**src/rtl/clk_divider_prog_if.sv**
```systemverilog
// Control/status bundle for clk_divider_prog. CLK_DIVIDER_SYNC_EN adds the sync input.
// Handshake: load is a one-cycle strobe with no ready; it is always accepted on the edge where it is high.
interface clk_divider_prog_if #(
    parameter int CNT_W = 32
);
    logic             en;
    logic             load;
    logic [CNT_W-1:0] div_in;
    logic [CNT_W-1:0] high_in;
`ifdef CLK_DIVIDER_SYNC_EN
    logic             sync;
`endif
    logic             O_CLK;
    logic             O_TICK;
    logic             O_PEND;

`ifdef CLK_DIVIDER_SYNC_EN
    modport master (output en, load, div_in, high_in, sync, input O_CLK, O_TICK, O_PEND);
    modport slave  (input en, load, div_in, high_in, sync, output O_CLK, O_TICK, O_PEND);
`else
    modport master (output en, load, div_in, high_in, input O_CLK, O_TICK, O_PEND);
    modport slave  (input en, load, div_in, high_in, output O_CLK, O_TICK, O_PEND);
`endif
endinterface

```
**src/rtl/clk_divider_prog.sv**
```systemverilog
// Runtime-programmable divider: period/high time reload only at a period boundary.
// Optional CLK_DIVIDER_SYNC_EN adds a sync input that restarts the period immediately.
module clk_divider_prog #(
    parameter int CNT_W        = 32,
    parameter int DEFAULT_DIV  = 20,
    parameter int DEFAULT_HIGH = 10
) (
    input  logic                 I_CLK,
    input  logic                 rst,
    clk_divider_prog_if.slave    bus
);
    localparam logic [CNT_W-1:0] DIV_RST  = CNT_W'(DEFAULT_DIV);
    localparam logic [CNT_W-1:0] HIGH_RST = CNT_W'(DEFAULT_HIGH);
    localparam logic [CNT_W-1:0] CNT_RST  = CNT_W'(DEFAULT_DIV - 1);
    localparam logic [CNT_W-1:0] TWO      = CNT_W'(2);
    localparam logic [CNT_W-1:0] ONE      = CNT_W'(1);

    logic [CNT_W-1:0] cnt_q, cnt_d;
    logic [CNT_W-1:0] div_act_q, div_act_d;
    logic [CNT_W-1:0] high_act_q, high_act_d;
    logic [CNT_W-1:0] div_pnd_q, div_pnd_d;
    logic [CNT_W-1:0] high_pnd_q, high_pnd_d;
    logic             pend_q, pend_d;
    logic             o_clk_q, o_clk_d;
    logic             o_tick_q, o_tick_d;

    logic             boundary;
    logic             restart;
    logic [CNT_W-1:0] high_eff;
    logic [CNT_W-1:0] div_clamp;
    logic [CNT_W-1:0] high_clamp;

    always_comb begin
        boundary = (cnt_q == div_act_q - ONE);
`ifdef CLK_DIVIDER_SYNC_EN
        restart  = boundary | bus.sync;
`else
        restart  = boundary;
`endif
        div_clamp  = (bus.div_in < TWO) ? TWO : bus.div_in;
        if (bus.high_in == '0)
            high_clamp = ONE;
        else if (bus.high_in >= div_clamp)
            high_clamp = div_clamp - ONE;
        else
            high_clamp = bus.high_in;

        cnt_d      = cnt_q;
        div_act_d  = div_act_q;
        high_act_d = high_act_q;
        div_pnd_d  = div_pnd_q;
        high_pnd_d = high_pnd_q;
        pend_d     = pend_q;
        o_clk_d    = o_clk_q;
        o_tick_d   = 1'b0;
        high_eff   = high_act_q;

        if (bus.en) begin
            cnt_d = restart ? '0 : cnt_q + ONE;
            // A pending setting takes over on the restart edge so the new period begins at cnt 0.
            if (restart && pend_q) begin
                high_eff   = high_pnd_q;
                div_act_d  = div_pnd_q;
                high_act_d = high_pnd_q;
                pend_d     = 1'b0;
            end
            o_clk_d  = (cnt_d < high_eff);
            o_tick_d = (cnt_d == '0);
        end

        // A capture on the same edge wins over the clear above; it applies at the next boundary.
        if (bus.load) begin
            div_pnd_d  = div_clamp;
            high_pnd_d = high_clamp;
            pend_d     = 1'b1;
        end
    end

    always_ff @(posedge I_CLK) begin
        if (rst) begin
            cnt_q      <= CNT_RST;
            div_act_q  <= DIV_RST;
            high_act_q <= HIGH_RST;
            div_pnd_q  <= DIV_RST;
            high_pnd_q <= HIGH_RST;
            pend_q     <= 1'b0;
            o_clk_q    <= 1'b0;
            o_tick_q   <= 1'b0;
        end else begin
            cnt_q      <= cnt_d;
            div_act_q  <= div_act_d;
            high_act_q <= high_act_d;
            div_pnd_q  <= div_pnd_d;
            high_pnd_q <= high_pnd_d;
            pend_q     <= pend_d;
            o_clk_q    <= o_clk_d;
            o_tick_q   <= o_tick_d;
        end
    end

    assign bus.O_CLK  = o_clk_q;
    assign bus.O_TICK = o_tick_q;
    assign bus.O_PEND = pend_q;
endmodule

```
**src/flat_wrapper.sv**
```systemverilog
// flat-port wrapper written by rule: the top's interface ports become plain ports
module clk_divider_prog_flat 
#(
    parameter int CNT_W        = 32,
    parameter int DEFAULT_DIV  = 20,
    parameter int DEFAULT_HIGH = 10
)
  (I_CLK, rst, bus_en, bus_load, bus_div_in, bus_high_in, bus_O_CLK, bus_O_TICK, bus_O_PEND);
  clk_divider_prog_if #(.CNT_W(CNT_W)) bus_i ();
  input  logic I_CLK;
  input  logic rst;
  input wire logic [$bits(bus_i.en)-1:0] bus_en;
  input wire logic [$bits(bus_i.load)-1:0] bus_load;
  input wire logic [$bits(bus_i.div_in)-1:0] bus_div_in;
  input wire logic [$bits(bus_i.high_in)-1:0] bus_high_in;
  output wire logic [$bits(bus_i.O_CLK)-1:0] bus_O_CLK;
  output wire logic [$bits(bus_i.O_TICK)-1:0] bus_O_TICK;
  output wire logic [$bits(bus_i.O_PEND)-1:0] bus_O_PEND;
  assign bus_i.en = bus_en;
  assign bus_i.load = bus_load;
  assign bus_i.div_in = bus_div_in;
  assign bus_i.high_in = bus_high_in;
  assign bus_O_CLK = bus_i.O_CLK;
  assign bus_O_TICK = bus_i.O_TICK;
  assign bus_O_PEND = bus_i.O_PEND;
  clk_divider_prog #(.CNT_W(CNT_W), .DEFAULT_DIV(DEFAULT_DIV), .DEFAULT_HIGH(DEFAULT_HIGH)) u_core (.I_CLK(I_CLK), .rst(rst), .bus(bus_i));
endmodule
```
**config.mk**
```make
export PLATFORM = sky130hd
export DESIGN_NAME = clk_divider_prog_flat
export DESIGN_NICKNAME = d
export VERILOG_FILES = /design/src/rtl/clk_divider_prog_if.sv /design/src/rtl/clk_divider_prog.sv /design/src/flat_wrapper.sv
export SDC_FILE = /design/constraint.sdc
export NUM_CORES = 1
export LEC_CHECK = 0
export ABC_AREA = 1
export BUFFER_PORTS_ARGS = -buffer_cell sky130_fd_sc_hd__buf_2
export CAP_MARGIN = 0
export CORE_ASPECT_RATIO = 0.75
export CORE_MARGIN = 5
export CORE_UTILIZATION = 45
export CTS_CLUSTER_SIZE = 20
export DETAILED_ROUTE_END_ITERATION = 8
export PLACE_DENSITY = 0.71
export RECOVER_POWER = 50
export SLEW_MARGIN = 20
export SYNTH_ARGS = -nofsm -noshare
export SYNTH_HDL_FRONTEND = slang
export SYNTH_SLANG_ARGS = --single-unit
```
**constraint.sdc**
```tcl
create_clock -name I_CLK -period 4.86 [get_ports I_CLK]
set_input_delay 0.729 -clock I_CLK [delete_from_list [all_inputs] [get_ports I_CLK]]
set_output_delay 0.729 -clock I_CLK [all_outputs]
set_load 0.05 [all_outputs]
```
Word level (Yosys, flattened, before mapping)
Index checks and enable logic that the tools add are counted.
Word-level totals
  register bits after elaboration: 163
  input bits: 68
Cells by class
  add/sub/neg operators: 3
  order comparisons: 3
  equal/unequal tests: 1
  mux-type cells: 9
  bitwise gates (word level): 1
  reductions and logical operators: 8
Operators by type and width (number)
  32-bit 2-to-1 mux: 6
  32-bit logical NOT: 2
  32-bit by 1-bit subtractor with 32-bit output, second input constant: 2
  32-bit by 1-bit adder with 32-bit output, second input constant: 1
  32-bit == test: 1
  32-bit >= comparator: 1
  32-bit by 2-bit < comparator with 1-bit output, second input constant: 1
  32-bit < comparator: 1
  2-bit AND reduction: 2
  2-bit nonzero test: 2
  1-bit 2-to-1 mux: 3
  2-bit OR reduction: 1
  1-bit logical AND: 1
  1-bit inverter: 1

Logic depth before layout (Yosys ltp)
  depth in word-level cells: 6
  gate-level depth with buffers: 30
  mapped depth without buffers: 30

Worst setup path before layout
No wires, ideal clock.
  path kind: register -> register
  from: reg u_core.div_act_q[0]
  to: reg u_core.o_clk_q, in the netlist u_core.bus.O_CLK
  data arrival time: 3.550 ns
  path slack: 1.243 ns
  cell stages (with the launch flop): 28
  clock period less this slack: 3.617 ns
  path through: dfxtp_1 -> inv_2 -> ha_1 -> nand2_2 -> nor2_4 -> nand2_4 -> nand2_1 -> nand2_1 -> inv_1 -> nand2_1 -> nand3b_1 -> nor2_1 -> nand3_4 -> inv_2 -> nand2_2 -> clkbuf_1 -> nand2_1 -> o21ai_0 -> ha_1 -> a21oi_1 -> nor2_1 -> a211oi_1 -> o221ai_1 -> nand4_1 -> a31oi_1 -> a2111oi_0 -> nand2_1 -> a21oi_2
Between the ends
  word-level cells in the longest chain between the ends: 6
Ends and longest elaborated chain
  start, declared: line clk_divider_prog.sv:19  | logic [CNT_W-1:0] div_act_q, div_act_d;
  start signal, assigned: line clk_divider_prog.sv:91  | div_act_q <= div_act_d;
  32-bit by 1-bit subtractor with 32-bit output *: line clk_divider_prog.sv:34  | boundary = (cnt_q == div_act_q - ONE);
  32-bit == test *: line clk_divider_prog.sv:34
  1-bit logical AND: line clk_divider_prog.sv:61  | if (restart && pend_q) begin
  32-bit 2-to-1 mux: line clk_divider_prog.sv:61
  32-bit 2-to-1 mux: line clk_divider_prog.sv:58  | if (bus.en) begin
  32-bit < comparator *: line clk_divider_prog.sv:67  | o_clk_d = (cnt_d < high_eff);
  end signal, assigned: line clk_divider_prog.sv:96  | o_clk_q <= o_clk_d;
  end, declared: line clk_divider_prog.sv:24  | logic o_clk_q, o_clk_d;
Mark *: on every way between the ends. The rest lies on a longest branch, timed or not. The select of a mux whose other input is x is not followed.
A chain may end at the register's enable or synchronous reset.

Final worst setup path
  from: reg u_core.div_act_q[0]
  to: reg u_core.high_act_q[28]
Between the ends
  word-level cells in the longest chain between the ends: 4
Ends and longest elaborated chain
  32-bit by 1-bit subtractor with 32-bit output: line clk_divider_prog.sv:34
  32-bit == test: line clk_divider_prog.sv:34
  1-bit logical AND: line clk_divider_prog.sv:61
  32-bit 2-to-1 mux
  end signal, assigned: line clk_divider_prog.sv:92  | high_act_q <= high_act_d;
  end, declared: line clk_divider_prog.sv:20  | logic [CNT_W-1:0] high_act_q, high_act_d;
Every way passes these cells.

==> reports/qor.yml <==
synthesis:
  synth_top_family_by_area: "simple AND/OR/NAND/NOR gates"
  synth_area_leader_cell: "dfxtp_1"
  ys_top_cells_by_area: "dfxtp_1 (30%), nand2_1 (12%), nor2_1 (8.7%)"
  ys_async_sr_fraction_pct: 0
  synth_top_area_share_pct: 29.50
  synth_compound_area_share_pct: 18.73
  synthAdderAreaFrac_pct: 7.466
  yosysUniqueCellTypes: 46
  syn_area_um2: 11060
  syn_nets: 1821
  synthFlopType: "dfxtp_1"
  synth_edf_count: 0
  synthMuxAreaShare_pct: 0.1810
  synthCells: 1687
  yosysMostFrequentCell: "nand2_1"
  avgSynthCellArea_um2: 6.556
  synth-seq-cells: 163
  synth_simple_gate_area_share_pct: 30.19
  synth_top_cells_by_count: "nand2_1 (354), nor2_1 (256), inv_1 (164)"
  ys_seq_area_share_pct: 29.50
  yosys_warnings: 0
  synthXorXnorAreaFrac_pct: 5.385
setup_path:
  required_ns: 5.18
  critPathArrivalTime_ns: 4.66
  slowest_stage: "nand3_2"
  r2r_setup_slack_ns: 0.52
  start_kind: "flop"
  critPathMaxStageDelay_ns: 0.89
  cp_max_fo: 67
  cp-end-kind: "flop"
  critPathTopFamily: "simple AND/OR/NAND/NOR gates"
  critical_path_class: "reg2reg"
  worstPathCellList: "inv_2 > ha_1 > nand2_1 > nor2_1 > nand3_1 > o21bai_1 > nand2_1 > nor2_1 > nand2_1 > nor2_1 > nand2_1 > nor2_1 > buf_4 > nand3_2 > buf_4 > o21ai_0 > a21oi_1"
  cp_num_buf_inv: 3
sta:
  fmax_mhz: 230.4
  fin_skew_ns: 0.01019
  finalCritPeriodShare_pct: 89.31
  fin_tns_setup_ns: 0
  finalSetupViolCount: 0
  max_slew_margin_pct: -20.70
  grt_setup_unrepaired: "no"
  hold_viol: 0
  worst_slew_pin_slew_ns: 1.810
  maxSlewViolCount: 63
  post-route-min-period_ns: 4.341
  finalWorstSetupSlack_ns: 0.5195
run_status:
  outcome: "finished with violations"
  violations: "capacitance limit, slew limit"
layout:
  syn2layout_area_growth_pct: 10.17
  n_antenna_cell: 0
  drive_gt1_share_pct: 8.944
  num-fill-cells: 2494
  nets: 1854
  fin_area_um2: 12190
detailed_routing:
  drtAntennaViolNets: 0
  vias: 11330
  drtIter0Drc: 1114
  drc: 0
  via_per_inst: 5.487
  drt-total-wl_um: 34550
  routedWlPerCell_um: 16.74
  drt-pass1-iter-count: 6
floorplanning:
  die_w_um: 191.0
  initial_core_util_pct: 45.91
  dieArea_um2: 27850
  core_um2: 24090
  die-height_um: 145.8
  placementRows: 49
  io_pins: 71
clock_tree:
  cts_buffers: 17
  ctsHoldBuffers: 0
  clockRootBuffer: "clkbuf_16"
  insertion_delay_ns: 0.44
  cts_buffer_depth: 2
  cts_tree: "done"
  clk_pin_slew_ns: 0.07
  htree_levels: 4
  cts.sinks: 163
global_route:
  grt_first_pass_wirelength_um: 55050
  grt_usage_pct: 24.64
  grt_pass1_vias: 10320
  antenna_found_initial: 0
  overflow: 0
  grt_max_degree: 68
min_path:
  hp-class: "reg2reg"
placement:
  gp_congestion: 0.9865
  dp_hpwl_um: 27060
  placed_cell_area_um2: 11650
  pre_cts_ws_ns: 0.06109
  port_buffers: 70
power:
  power.leakage_uw: 0.005732
  ir_drop_mv: 0.2729
  p_per_area_nw_per_um2: 270.7
run:
  drv_cap: 1
cells in the final DEF (no fill, tap or decap), types with 3 or more instances in the layout:
master / netlist / final
nand2_1: 354 / 354
nor2_1: 256 / 258
inv_1: 164 / 165
dfxtp_1: 163 / 163
o21ai_0: 149 / 149
a21oi_1: 140 / 140
ha_1: 66 / 66
buf_2: 8 / 66
xor2_1: 55 / 55
nand3_1: 53 / 51
o211ai_1: 37 / 37
nand4_1: 31 / 31
a211oi_1: 26 / 26
nor3_1: 17 / 19
clkbuf_16: 0 / 17
nor4_1: 16 / 16
xnor2_1: 13 / 13
nor2_2: 11 / 9
buf_4: 0 / 9
inv_2: 9 / 8
nand3b_1: 8 / 8
nand2_2: 8 / 7
nor2_4: 7 / 7
clkbuf_1: 56 / 6
o21bai_1: 5 / 5
o21ai_1: 4 / 4
nand3_2: 1 / 3
clkinvlp_4: 0 / 3
inv_6: 0 / 3
clkinv_2: 0 / 3
clkinv_4: 0 / 3
timing repair:
action | 4_1_cts | 5_1_grt
endpoints found under the setup margin | 0 | 1
buffers inserted | 0 | 0
gates resized for setup | 0 | 4
logic make-up (layout without fill, tap and decap cells):
| family | Yosys count | after routing |
|---|---|---|
| and+or+nand+nor | 773 | 773 |
| AOI/OAI and AO/OA | 372 | 372 |
| buffers and inverters | 243 | 289 |
| DFF | 163 | 163 |
| xor gates and xnor gates | 68 | 68 |
| adders and majority gates | 66 | 66 |
| muxes | 2 | 2 |
power breakdown:
part           internal [µW]  switching [µW]  leakage (µW)  total (µW)
sequential              1400            60.8       0.00134        1460
combinational            196             366       0.00413         563
clock                    687             591      0.000268        1280
total                   2280            1020       0.00573        3300
per-layer routing:
metal | global-route usage [%] | routed length (µm)
met1 | 36.82 | 16590
met2 | 34.67 | 13910
met3 | 6.978 | 3323
met4 | 6.210 | 726
met5 | 0 | 0
path summary, 6_finish.rpt:
| path | cells past startpoint | endpoint | startpoint |
|---|---|---|---|
| hold / removal | 2 | u_core.high_act_q[0]$_SDFFE_PP0P_ | u_core.high_act_q[0]$_SDFFE_PP0P_ |
| hold reg to reg | 2 | u_core.high_act_q[0]$_SDFFE_PP0P_ | u_core.high_act_q[0]$_SDFFE_PP0P_ |
| setup / recovery | 17 | u_core.high_act_q[28]$_SDFFE_PP0P_ | u_core.div_act_q[0]$_SDFFE_PP0P_ |
| setup reg to reg | 17 | u_core.high_act_q[28]$_SDFFE_PP0P_ | u_core.div_act_q[0]$_SDFFE_PP0P_ |
state kept, by name, summed over array words and instances (netlist names):
name               cells
u_core.bus.O_PEND      1
u_core.div_act_q      32
u_core.div_pnd_q      32
u_core.high_act_q     32
u_core.bus.O_TICK      1
u_core.bus.O_CLK       1
u_core.cnt_q          32
u_core.high_pnd_q     32
area by class of cell:
type | count | area (µm²) | share of cell area, %
timing repair buffer | 82 | 425.4 | 3.491
tap | 331 | 414.1 | 3.399
sequential | 163 | 3263 | 26.78
clock inverter | 13 | 101.3 | 0.8317
multi-input combinational | 1281 | 6872 | 56.39
clock buffer | 19 | 452.9 | 3.717
inverter | 175 | 656.9 | 5.391
through the flow:
| step | power [µW] | std cells | hold WS (ns) | utilization [%] |
|---|---|---|---|---|
| floorplan | 1848 | 1687 | 0.4245 | - |
| global placement | 2023 | 2032 | 0.4364 | 48.34 |
| detailed placement | 2033 | 2032 | 0.4400 | 48.36 |
| CTS | 3297 | 2064 | 0.4503 | 50.66 |
| global route | 3450 | 2064 | 0.4659 | 50.57 |
| finish | 3299 | 2064 | 0.4491 | 50.57 |
worst min-delay path, stage by stage (launching register included):
cell and delay, ns:
dfxtp_1 0.31, inv_1 0.05, a21oi_1 0.05
No activity file was read; power rests on OpenSTA's default activity.
